## src/rtl/hdlc_pkg.sv

```systemverilog
// Shared HDLC constants and the transmit state encoding, used by both Tx and Rx sides.
package hdlc_pkg;

    localparam logic [7:0] FLAG_BYTE  = 8'h7E;  // line order: 0,1,1,1,1,1,1,0
    localparam logic [7:0] ABORT_BYTE = 8'hFE;  // line order: 0 then seven 1s
    localparam int         STUFF_LEN  = 5;      // data ones before a forced 0

    typedef enum logic [2:0] {
        IDLE,
        START_FLAG,
        DATA,
        STUFF,
        END_FLAG,
        ABORT
    } tx_state_t;

endpackage

```

## src/rtl/hdlc_zero_insert.sv

```systemverilog
// Ones-run tracker for transmit zero insertion: asks for a stuffed 0 after
// STUFF_LEN consecutive data ones. The run carries across byte boundaries.
module hdlc_zero_insert
    import hdlc_pkg::*;
(
    input  logic clk_i,
    input  logic rst_i,
    input  logic bit_i,       // data bit currently on the line
    input  logic shift_en_i,  // bit_i is a data bit
    input  logic clear_i,     // any non-data bit (stuff, flag, abort, idle)
    output logic stuff_req_o  // bit_i completes the run; next line bit must be 0
);

    localparam logic [2:0] RUN_LAST = 3'(STUFF_LEN - 1);

    logic [2:0] ones_q, ones_d;

    // Next run length: restart on a clear or a data 0, extend on a data 1.
    always_comb begin
        ones_d = ones_q;
        if (clear_i)
            ones_d = 3'd0;
        else if (shift_en_i)
            ones_d = bit_i ? ones_q + 3'd1 : 3'd0;
    end

    // Run length register.
    always_ff @(posedge clk_i) begin
        if (rst_i)
            ones_q <= 3'd0;
        else
            ones_q <= ones_d;
    end

    assign stuff_req_o = shift_en_i && !clear_i && bit_i && (ones_q == RUN_LAST);

endmodule

```

## src/rtl/hdlc_tx_framer.sv

```systemverilog
// Bit-serial HDLC transmit framer: flags, LSB-first data with zero insertion,
// abort on request or underrun, idle ones between frames.
module hdlc_tx_framer
    import hdlc_pkg::*;
(
    input  logic       Clk,
    input  logic       Rst,
    input  logic       Tx_Enable,
    input  logic [7:0] Tx_Data,
    input  logic       Tx_DataValid,
    input  logic       Tx_Last,
    input  logic       Tx_AbortFrame,
    output logic       Tx_RdBuff,
    output logic       Tx,
    output logic       Tx_ValidFrame,
    output logic       Tx_AbortedTrans,
    output logic       Tx_Done
);

    tx_state_t  state_q;
    logic [2:0] bit_q;      // index of the flag/data/abort bit on the line
    logic [7:0] byte_q;     // data byte being serialised
    logic       last_q;     // byte_q closes the frame
    logic       tx_q;
    logic       vf_q;
    logic       ab_q;
    logic       done_q;

    logic       stuff_req;
    logic       byte_end;   // this line bit is the final bit of the byte (incl. stuff)
    logic       pop_pt;     // a new byte is needed at the coming edge
    logic [2:0] nxt_bit;

    hdlc_zero_insert u_zins (
        .clk_i       (Clk),
        .rst_i       (Rst),
        .bit_i       (tx_q),
        .shift_en_i  (state_q == DATA),
        .clear_i     (state_q != DATA),
        .stuff_req_o (stuff_req)
    );

    // Pop-point decode; a byte is only taken when present and the frame is not aborting.
    always_comb begin
        nxt_bit  = bit_q + 3'd1;
        byte_end = ((state_q == DATA) && (bit_q == 3'd7) && !stuff_req) ||
                   ((state_q == STUFF) && (bit_q == 3'd7));
        pop_pt   = ((state_q == START_FLAG) && (bit_q == 3'd7)) || (byte_end && !last_q);
    end

    assign Tx_RdBuff = pop_pt && Tx_DataValid && !Tx_AbortFrame;

    // Framer FSM; every line/status output is the registered value for the next bit.
    always_ff @(posedge Clk) begin
        if (Rst) begin
            state_q <= IDLE;
            bit_q   <= 3'd0;
            byte_q  <= 8'h00;
            last_q  <= 1'b0;
            tx_q    <= 1'b1;
            vf_q    <= 1'b0;
            ab_q    <= 1'b0;
            done_q  <= 1'b0;
        end else begin
            done_q <= 1'b0;
            case (state_q)
                IDLE: begin
                    tx_q <= 1'b1;
                    if (Tx_Enable && Tx_DataValid) begin
                        state_q <= START_FLAG;
                        bit_q   <= 3'd0;
                        tx_q    <= FLAG_BYTE[0];
                        vf_q    <= 1'b1;
                        ab_q    <= 1'b0;
                    end
                end
                START_FLAG, DATA, STUFF: begin
                    if (Tx_AbortFrame || (pop_pt && !Tx_DataValid)) begin
                        state_q <= ABORT;
                        bit_q   <= 3'd0;
                        tx_q    <= ABORT_BYTE[0];
                        vf_q    <= 1'b0;
                        ab_q    <= 1'b1;
                    end else if (pop_pt) begin
                        state_q <= DATA;
                        bit_q   <= 3'd0;
                        byte_q  <= Tx_Data;
                        last_q  <= Tx_Last;
                        tx_q    <= Tx_Data[0];
                    end else if (byte_end) begin
                        // only reached with last_q set
                        state_q <= END_FLAG;
                        bit_q   <= 3'd0;
                        tx_q    <= FLAG_BYTE[0];
                    end else if (state_q == START_FLAG) begin
                        bit_q <= nxt_bit;
                        tx_q  <= FLAG_BYTE[nxt_bit];
                    end else if (stuff_req) begin
                        // hold bit_q so the byte resumes at the right bit
                        state_q <= STUFF;
                        tx_q    <= 1'b0;
                    end else begin
                        state_q <= DATA;
                        bit_q   <= nxt_bit;
                        tx_q    <= byte_q[nxt_bit];
                    end
                end
                END_FLAG: begin
                    if (bit_q == 3'd7) begin
                        state_q <= IDLE;
                        tx_q    <= 1'b1;
                        vf_q    <= 1'b0;
                        done_q  <= 1'b1;
                    end else begin
                        bit_q <= nxt_bit;
                        tx_q  <= FLAG_BYTE[nxt_bit];
                    end
                end
                ABORT: begin
                    if (bit_q == 3'd7) begin
                        state_q <= IDLE;
                        tx_q    <= 1'b1;
                    end else begin
                        bit_q <= nxt_bit;
                        tx_q  <= ABORT_BYTE[nxt_bit];
                    end
                end
                default: begin
                    state_q <= IDLE;
                    tx_q    <= 1'b1;
                    vf_q    <= 1'b0;
                end
            endcase
        end
    end

    assign Tx              = tx_q;
    assign Tx_ValidFrame   = vf_q;
    assign Tx_AbortedTrans = ab_q;
    assign Tx_Done         = done_q;

endmodule
```

## config.mk

```make
export PLATFORM = sky130hd
export DESIGN_NAME = hdlc_tx_framer
export DESIGN_NICKNAME = d
export VERILOG_FILES = /design/src/rtl/hdlc_pkg.sv /design/src/rtl/hdlc_zero_insert.sv /design/src/rtl/hdlc_tx_framer.sv
export SDC_FILE = /design/constraint.sdc
export NUM_CORES = 1
export LEC_CHECK = 0
export CORE_ASPECT_RATIO = 1.5
export CORE_UTILIZATION = 35
export CTS_CLUSTER_DIAMETER = 200
export DETAILED_ROUTE_END_ITERATION = 8
export GPL_ROUTABILITY_DRIVEN = 0
export PLACE_DENSITY = 0.6
export SLEW_MARGIN = 25
export SYNTH_ARGS = -nofsm -noshare
export SYNTH_HDL_FRONTEND = slang
export SYNTH_SLANG_ARGS = --single-unit
```

## constraint.sdc

```tcl
create_clock -name Clk -period 1.85 [get_ports Clk]
set_input_delay 0.2775 -clock Clk [delete_from_list [all_inputs] [get_ports Clk]]
set_output_delay 0.2775 -clock Clk [all_outputs]
set_load 0.02 [all_outputs]
```

# Word-level counts from Yosys, hierarchy flattened
# Memories as Yosys holds them, arrays and structs flattened.
# Cells that the tools add are included.
# W data, S select, Z words.
# totals
ff_bits	22
latchBits	0
ramBits	0
romBits	16
input_bits	14
wordCells	102
mem_count	2
# classes
add_sub_neg	2
n_mul	0
div_mod_pow	0
magnitude_cmp	1
n_eq_ne	15
n_shift	0
mux	38
bitwise_logic	3
n_reduce_logical	32
# memory_table
memory	words	width	rd	rd_clocked_by_memory_dff	write_ports	line	source
(name not given)	8	1	1	0	0	hdlc_tx_framer.sv:125	tx_q <= ABORT_BYTE[nxt_bit];
(name not given)	8	1	1	0	0	hdlc_tx_framer.sv:116	tx_q <= FLAG_BYTE[nxt_bit];
# op_table
cell	n
$mux W3	14
$mux W1	18
$pmux W3 S3	2
$eq A3 B3 Y1 const B	4
$logic_and A1 B1 Y1	12
$reduce_and A3 Y1	3
$ne A2 B2 Y1 const B	4
$pmux W1 S4	2
$reduce_and A4 Y1	2
$add A3 B1 Y3 const B	2
$eq A3 B2 Y1 const B	2
$ne A6 B6 Y1 const B	1
$reduce_or A2 Y1	3
$logic_not A1 Y1	5
$ne A5 B5 Y1 const B	1
$lt A3 B4 Y1 const B	1
$bmux W1 S3	1
$eq A3 B1 Y1 const B	1
$logic_not A3 Y1	1
$logic_or A1 B1 Y1	3
$ne A3 B2 Y1 const B	1
$not A1 Y1	3
$reduce_bool A3 Y1	1
$reduce_or A3 Y1	1
3 further kinds	3

# Depth between registers and ports, before layout
# Gate-level depths: netlist of run 1.
# logic_depth
ltp_word	14
ltp_mapped	9
ltp_nobuf	7

# Hierarchy
# From an unflattened synthesis of run 1, not the netlist that was laid out.
# hier_totals
hier_cells	144
area_unflattened_um2	1256.2
# by_module_without_submodules
module	n_inst	cells_per_inst	area_per_inst_um2	seq_area_each_um2
hdlc_tx_framer	1	124	1073.5	380.4
hdlc_zero_insert	1	20	182.7	60.1

# Worst setup path before layout of run 1
# No wires, ideal clock.
# synth_timing
path_kind	reg2reg
start	register bit_q[0]
end	register byte_q[0]
arrival_time_ps	1712
t_required_ps	1722
path_slack_ps	10
path_stages_with_launch	10
n_path_buf	2
synth_period_minus_slack_ps	1840
cell_sequence	dfxtp_1 -> ha_1 -> ha_1 -> buf_2 -> and4bb_1 -> a21oi_1 -> nor3_2 -> buf_4 -> mux2i_1 -> nor2_1
# synth_between
elab_chain_len	10
elab_cells_between_ends	12
cone_classes	eq/ne: 1; bitwise: 1; reduce/logical: 10
# synth_rtl
element	line	source
from (decl)	hdlc_tx_framer.sv:21	logic [2:0] bit_q;
from (signal assigned)	hdlc_tx_framer.sv:96	bit_q <= nxt_bit;
from (signal assigned)	hdlc_tx_framer.sv:104	bit_q <= nxt_bit;
from (signal assigned)	hdlc_tx_framer.sv:115	bit_q <= nxt_bit;
$eq A3 B3 Y1 *	hdlc_tx_framer.sv:46, hdlc_tx_framer.sv:47, hdlc_tx_framer.sv:48	
$logic_and A1 B1 Y1 (2 in a row)	hdlc_tx_framer.sv:46	byte_end = ((state_q == DATA) && (bit_q == 3'd7) && !stuff_req) ||
$logic_or A1 B1 Y1	hdlc_tx_framer.sv:46	
$logic_and A1 B1 Y1	hdlc_tx_framer.sv:48	pop_pt = ((state_q == START_FLAG) && (bit_q == 3'd7)) || (byte_end && !last_q);
$logic_or A1 B1 Y1 *	hdlc_tx_framer.sv:48	
$logic_and A1 B1 Y1	hdlc_tx_framer.sv:78	if (Tx_AbortFrame || (pop_pt && !Tx_DataValid)) begin
$logic_or A1 B1 Y1	hdlc_tx_framer.sv:78	
$not A1 Y1 (no line)	--	
$reduce_and A3 Y1 (no line) *	--	
to (signal assigned)	hdlc_tx_framer.sv:87	byte_q <= Tx_Data;
to (decl)	hdlc_tx_framer.sv:22	logic [7:0] byte_q;
# Every way passes the cells marked *; elsewhere a longest branch is shown, timed or not.
# A chain may end at the register's enable or synchronous reset.

# Worst setup path after layout of run 1
# layout_timing
start	register bit_q[1]
end	register bit_q[0]
# layout_between
elab_chain_len	10
elab_cells_between_ends	17
cone_classes	eq/ne: 3; mux: 4; reduce/logical: 10
# layout_rtl
element	line
$eq A3 B3 Y1 *	--
$logic_and A1 B1 Y1 (2 in a row)	hdlc_tx_framer.sv:46
$logic_or A1 B1 Y1	hdlc_tx_framer.sv:46
$logic_and A1 B1 Y1	hdlc_tx_framer.sv:48
$logic_or A1 B1 Y1	hdlc_tx_framer.sv:48
$logic_and A1 B1 Y1	hdlc_tx_framer.sv:78
$logic_or A1 B1 Y1	hdlc_tx_framer.sv:78
$ne A6 B6 Y1 (no line) / $mux W3 (equally long branches)	--
$reduce_and A4 Y1 (no line) / $pmux W3 S3 (equally long branches)	--
# Marks and branches as above.

==> results of run 1 <==
==> layer usage <==
layer | global-route usage [%] | wire (µm) | vias up
met1 | 19.6 | 1250 | 557
li1 | - | - | 569
met3 | 2.83 | 98 | 10
met2 | 34.4 | 1710 | 28
met5 | 0 | 0 | -
met4 | 11.1 | 100 | 0
==> cell families (layout without fill, tap and decap cells) <==
| group | after synthesis | count (layout) | synth area share (%) |
|---|---|---|---|
| mux | 13 | 13 | 11.6 |
| simple gates | 47 | 47 | 23.8 |
| fa+ha+maj | 5 | 5 | 5.02 |
| buf+inv | 15 | 58 | 5.92 |
| flops | 22 | 22 | 35.3 |
| xor+xnor | 1 | 1 | 0.702 |
| compound gates | 30 | 30 | 17.7 |
==> worst min-delay path: stages (launching register included) <==
cell     delay [ns]
dfxtp_1        0.32
o41ai_1        0.05
a21oi_1        0.06
==> placed cells by master, fill, tap and decap left out, types with 2 or more instances in the layout <==
cell / Yosys / routed
dfxtp_1: 22 / 20
o21ai_1: 2 / 2
a22o_1: 2 / 2
nor2_1: 19 / 18
ha_1: 5 / 3
nor3b_1: 2 / 2
a31oi_1: 3 / 3
clkbuf_8: 0 / 4
dfxtp_2: 0 / 2
ha_4: 0 / 2
buf_6: 1 / 2
mux2i_1: 10 / 10
buf_4: 2 / 28
nor2b_1: 2 / 2
clkdlybuf4s50_1: 0 / 17
a2111oi_2: 2 / 2
nor3_1: 2 / 2
mux2_2: 2 / 2
nand3b_1: 2 / 2
inv_1: 7 / 7
nand2_1: 6 / 6
o21a_1: 2 / 2
nand4b_4: 2 / 2
a21oi_1: 9 / 7
a21oi_2: 1 / 2
nor4_1: 2 / 2
==> state kept, by name, indices dropped and copies added, names as in the netlist <==
signal           flops
bit_q                3
Tx                   1
u_zins.ones_q        3
Tx_ValidFrame        1
Tx_AbortedTrans      1
last_q               1
state_q              3
byte_q               8
Tx_Done              1
==> worst paths after layout <==
| kind | from | end | slack, ns |
|---|---|---|---|
| max reg2reg | bit_q[1] | bit_q[0] | 0.005 |
| min reg2reg | Tx_AbortedTrans | Tx_AbortedTrans | 0.47 |
| min | Tx_AbortedTrans | Tx_AbortedTrans | 0.47 |
| max | bit_q[1] | bit_q[0] | 0.005 |
==> power by group <==
group | switching, mW | internal [mW]
Combinational | 0.217 | 0.234
Clock | 0.164 | 0.190
Sequential | 0.0342 | 0.505
==> what timing repair did <==
item	4_1_cts	5_1_grt
endpoints found under the setup margin	4	15
resized for setup	12	7
buffers inserted	0	2
pin swaps	4	9
==> layout make-up <==
class	count	area, µm²	share of cell area [%]
repair buffers	47	403	22.8
well taps	42	52.6	2.97
flip-flops and latches	22	443	25.0
inverters	7	26.3	1.48
multi-input cells	96	791	44.7
clock buffers	4	55.1	3.11
==> results.txt, run 1 <==
status: complete, no violations
Max Clock Skew: 0.00248 ns
CTS Buffer Depth: 2
NumNets Final: 196
worst-path maximum fanout: 4
count leader, synth: dfxtp_1
antenna violations before repair: 0
DRT Pass-1 Iters: 4
DR vias/cell: 5.34
hold slack: 0.471 ns
Post-route DRC: 0
Pwr Total: 1.34 mW
crit path buf inv count: 2
Max-Cap Viols: 0
post-route insts no fill: 218
Ys Warns: 0
Gate Count Post-Synth: 133
Max IR drop VDD: 0.536 mV
wire length after detailed routing: 3150 µm
Skew-Pair Late Insertion Delay: 0.26 ns
Mapped Area: 1250 µm²
sequential area share after synthesis: 35.3%
DR WL/cell: 14.5 µm
vias in the first global route: 1165
slowest stage delay, CP: 0.34 ns
fin crit period: 1.85 ns
core area: 3420 µm²
die width: 50.7 µm
largest net degree at the start of global routing: 17
Placed Instance Area: 1640 µm²
IO Port Bufs: 18
CP startpoint kind: register
vias: 1164
worst-case reg-to-reg path depth: 9
fin area: 1770 µm²
worst path cell trace: ha_4 > ha_4 > buf_6 > o21a_1 > or2_1 > buf_6 > a21oi_2 > nor2_2 > mux2_2
Max Clk Rate: 542 MHz
EDFF count, synth: 0
first-pass GRT wire length: 5250 µm
Post-synth ARST share: 0%
Slowest cell on crit path: dfxtp_2
Ports: 19
Static Leak: 0.661 nW
Antenna diodes: 0
ranking of synthesized cells by area: dfxtp_1 35%, mux2i_1 8.0%, nor2_1 5.7%, ha_1 5.0%, nand4b_4 3.8%
Tot GR Track Use: 18.6%
Inserted Clock Buffers: 3
fin crit share: 99.7%
Setup-failing EPs final: 0
WP data required: 2.01 ns
Syn Area/Cell: 9.38 µm²
Post-synth top cells: 22 x dfxtp_1, 19 x nor2_1, 10 x mux2i_1
dpl hpwl: 2400 µm
CP Depth: 9
area share of the largest cell type after synthesis: 35.3%
Pins Over Slew Limit: 0
Layout fillers: 319
FF+latch count, synth: 22
Crit. End Element: register
die height: 75.1 µm
Synthesized Nets: 152
Yosys top cell by area: dfxtp_1
fin util: 51.8%
pre-CTS WS: -0.214 ns
setup TNS: 0 ns
Hold/Removal Path Class: reg -> reg
layout cell share with drive strength beyond 1: 30.7%
Num Clock Sinks: 22
Root Buffer: clkbuf_8
delay-heaviest family, CP: flip-flops
TritonCTS clock tree: built
CTS clk-pin slew, worst paths: 0.08 ns
Synth Flop Type: dfxtp_1
Cell Pwr Density: 759 nW/µm²
Rows: 26
Setup WS post-layout: 0.00482 ns
Crit Path Class: reg -> reg
Worst EP arrival: 2.00 ns
DRT iter0 DRCs: 21
cts hold-fix bufs: 0
RSZ-0062 raised after global routing: yes
placed cell count: 212
Post-DRT Antenna Nets: 0
die area: 3810 µm²
Syn-to-layout area delta: 41.9%
hold depth: 2
H-tree lvl count: 1
worst-margin pin slew: 0.412 ns
initial core utilization: 36.5%
post-synthesis cell type count: 45
total gr overflow: 0
endpoints failing hold: 0
Rel. slew slack: 72.4%
(Power assumes the default switching activity.)
==> run 2, diff against run 1 <==
--- a/config.mk
+++ b/config.mk
@@ -7,7 +7,7 @@
 export LEC_CHECK = 0
 export CORE_ASPECT_RATIO = 1.5
 export CORE_UTILIZATION = 35
-export CTS_CLUSTER_DIAMETER = 200
+export CTS_CLUSTER_DIAMETER = 150
 export DETAILED_ROUTE_END_ITERATION = 8
 export GPL_ROUTABILITY_DRIVEN = 0
 export PLACE_DENSITY = 0.6
==> results of run 2 <==
Final layout, timing and power as in run 1 (identical DEF).
==> run 3, diff against run 2 <==
--- a/config.mk
+++ b/config.mk
@@ -7,6 +7,7 @@
 export LEC_CHECK = 0
 export CORE_ASPECT_RATIO = 1.5
 export CORE_UTILIZATION = 35
+export CTS_BUF_LIST = sky130_fd_sc_hd__clkbuf_16
 export CTS_CLUSTER_DIAMETER = 150
 export DETAILED_ROUTE_END_ITERATION = 8
 export GPL_ROUTABILITY_DRIVEN = 0
==> run 3 against run 2 <==
Setup slack got worse by 0.021 ns; combinational power rose by 4.7%; fmax decreased by 1.1%; die area did not move; clock-buffer cell count fell by 1; critical endpoint unchanged; cell area grew 2.0%; the flow now finishes with violations (setup timing); global-route usage up 0.38 points; worst hold slack got worse by 0.0043 ns; sequential share of layout area down 0.50 points.
==> results.txt, run 3 (synthesis results as in run 1) <==
initial core utilization: 36.5% (unchanged)
layout cell share with drive strength beyond 1: 30.9% (was 30.7%)
total gr overflow: 0 (unchanged)
Inserted Clock Buffers: 3 (unchanged)
Tot GR Track Use: 18.9% (was 18.6%)
Static Leak: 0.670 nW (was 0.661 nW)
TritonCTS clock tree: built (unchanged)
vias: 1148 (was 1164)
fin util: 52.9% (was 51.8%)
Post-DRT Antenna Nets: 0 (unchanged)
fin area: 1810 µm² (was 1770 µm²)
most common cell after layout, fill and taps aside: buf_4 (unchanged)
WP data required: 2.00 ns (was 2.01 ns)
largest net degree at the start of global routing: 17 (unchanged)
dpl hpwl: 2400 µm (unchanged)
Ports: 19 (unchanged)
Antenna diodes: 0 (unchanged)
Max Clk Rate: 536 MHz (was 542 MHz)
die width: 50.7 µm (unchanged)
DR vias/cell: 5.29 (was 5.34)
Num Clock Sinks: 22 (unchanged)
Syn-to-layout area delta: 44.8% (was 41.9%)
Hold/Removal Path Class: reg -> reg (unchanged)
first-pass GRT wire length: 5320 µm (was 5250 µm)
core area: 3420 µm² (unchanged)
Rows: 26 (unchanged)
hold depth: 2 (unchanged)
Max IR drop VDD: 0.612 mV (was 0.536 mV)
Rel. slew slack: 71.6% (was 72.4%)
Pins Over Slew Limit: 0 (unchanged)
Worst EP arrival: 2.01 ns (was 2.00 ns)
worst-margin pin slew: 0.426 ns (was 0.412 ns)
post-route insts no fill: 217 (was 218)
most frequent cells in the layout: 27 x buf_4, 20 x dfxtp_1, 18 x nor2_1 (was 28 x buf_4, 20 x dfxtp_1, 18 x nor2_1)
max reg flops: 8 (unchanged)
status: complete, but fails checks (was complete, no violations)
Post-route DRC: 0 (unchanged)
fin crit period: 1.87 ns (was 1.85 ns)
CTS Buffer Depth: 2 (unchanged)
most flop-heavy register: byte_q (unchanged)
die height: 75.1 µm (unchanged)
Setup WS post-layout: -0.0164 ns (was 0.00482 ns)
Placed Instance Area: 1640 µm² (unchanged)
vias in the first global route: 1171 (was 1165)
Crit Path Class: reg -> reg (unchanged)
Cell Pwr Density: 819 nW/µm² (was 759 nW/µm²)
placed cell count: 212 (unchanged)
wire length after detailed routing: 3220 µm (was 3150 µm)
RSZ-0062 raised after global routing: yes (unchanged)
failing checks: setup timing
worst-path maximum fanout: 4 (unchanged)
Setup-failing EPs final: 1 (was 0)
Skew-Pair Late Insertion Delay: 0.26 ns (about the same)
Crit. End Element: register (unchanged)
DRT Pass-1 Iters: 5 (was 4)
DRT iter0 DRCs: 26 (was 21)
Worst Hold Launch: Tx_AbortedTrans (unchanged)
fin crit share: 101% (was 99.7%)
Root Buffer: clkbuf_16 (was clkbuf_8)
die area: 3810 µm² (unchanged)
IO Port Bufs: 18 (unchanged)
CTS clk-pin slew, worst paths: 0.06 ns (was 0.08 ns)
NumNets Final: 195 (was 196)
DR WL/cell: 14.8 µm (was 14.5 µm)
Hold Path End: Tx_AbortedTrans (unchanged)
worst reg-to-reg setup slack: -0.02 ns (was 0.005 ns)
CP startpoint kind: register (unchanged)
Max-Cap Viols: 0 (unchanged)
H-tree lvl count: 1 (unchanged)
endpoints failing hold: 0 (unchanged)
antenna violations before repair: 0 (unchanged)
Pwr Total: 1.48 mW (was 1.34 mW)
worst-case reg-to-reg path depth: 9 (unchanged)
reg2reg end: bit_q[0] (unchanged)
Layout fillers: 311 (was 319)
RR Startpoint: bit_q[1] (unchanged)
Max Clock Skew: 0.00138 ns (was 0.00248 ns)
[run 3: cell types whose count changed in the layout (fill, tap and decap cells not counted), sizes merged]
cell | before | now
buf | 30 | 29
clkbuf | 4 | 3
clkinv | 0 | 1
[run 3: per-stage QoR]
stage,TNS (ns),setup WS [ns],hold WS (ns)
floorplan,0,0.00998,0.398
global placement,-0.527,-0.201,0.462
detailed placement,-0.625,-0.214,0.460
CTS,-0.0520,-0.0520,0.470
global route,-0.333,-0.0849,0.498
finish,-0.0164,-0.0164,0.466
[run 3: routing by layer]
layer  global-route usage, %  routed length [µm]  vias to the layer above
li1                        -                   -                      566
met2                    35.3                1740                       23
met3                    2.42                  83                       11
met4                    12.7                 115                        0
met1                    19.6                1280                      548
met5                       0                   0                        -
[run 3: final cells by class]
cell class,instances,area [µm²],area share [%]
Multi-Input combinational cell,96,811,44.9
Clock inverter,1,3.75,0.208
Inverter,7,26.3,1.45
Sequential cell,22,443,24.5
Clock buffer,3,75.1,4.16
Tap cell,42,52.6,2.91
Timing Repair Buffer,46,395,21.9
[run 3: worst max-delay path, stage by stage (launching register included)]
cell and delay [ns]:
dfxtp_2 0.34, ha_4 0.17, ha_4 0.16, buf_6 0.12, o21a_1 0.16, or2_1 0.25, buf_6 0.13, a21oi_4 0.12
nor2_4 0.05, mux2_2 0.26
[run 3: timing repair]
action,CTS,global route
pin swaps,4,8
setup endpoints to repair,5,15
buffers inserted,1,1
hold buffers,0,0
gates resized for setup,14,9
[run 3: power breakdown]
group          internal [mW]  total [mW]  leakage (nW)  switching, mW
clock network          0.289       0.466        0.0385          0.178
logic                  0.241       0.472         0.452          0.230
registers              0.506       0.541         0.179         0.0352
[run 3: how the worst max path moves through the flow]
| stage | from | end | slack, ns | depth (start not counted) |
|---|---|---|---|---|
| after floorplan | bit_q[0] | byte_q[0] | 0.01 | 9 |
| after global placement | bit_q[0] | Tx_RdBuff | -0.20 | 6 |
| after detailed placement | bit_q[0] | Tx_RdBuff | -0.21 | 6 |
| after CTS | bit_q[0] | Tx_RdBuff | -0.05 | 6 |
| after global routing | Tx_DataValid | bit_q[0] | -0.08 | 7 |
| final | bit_q[1] | bit_q[0] | -0.02 | 9 |
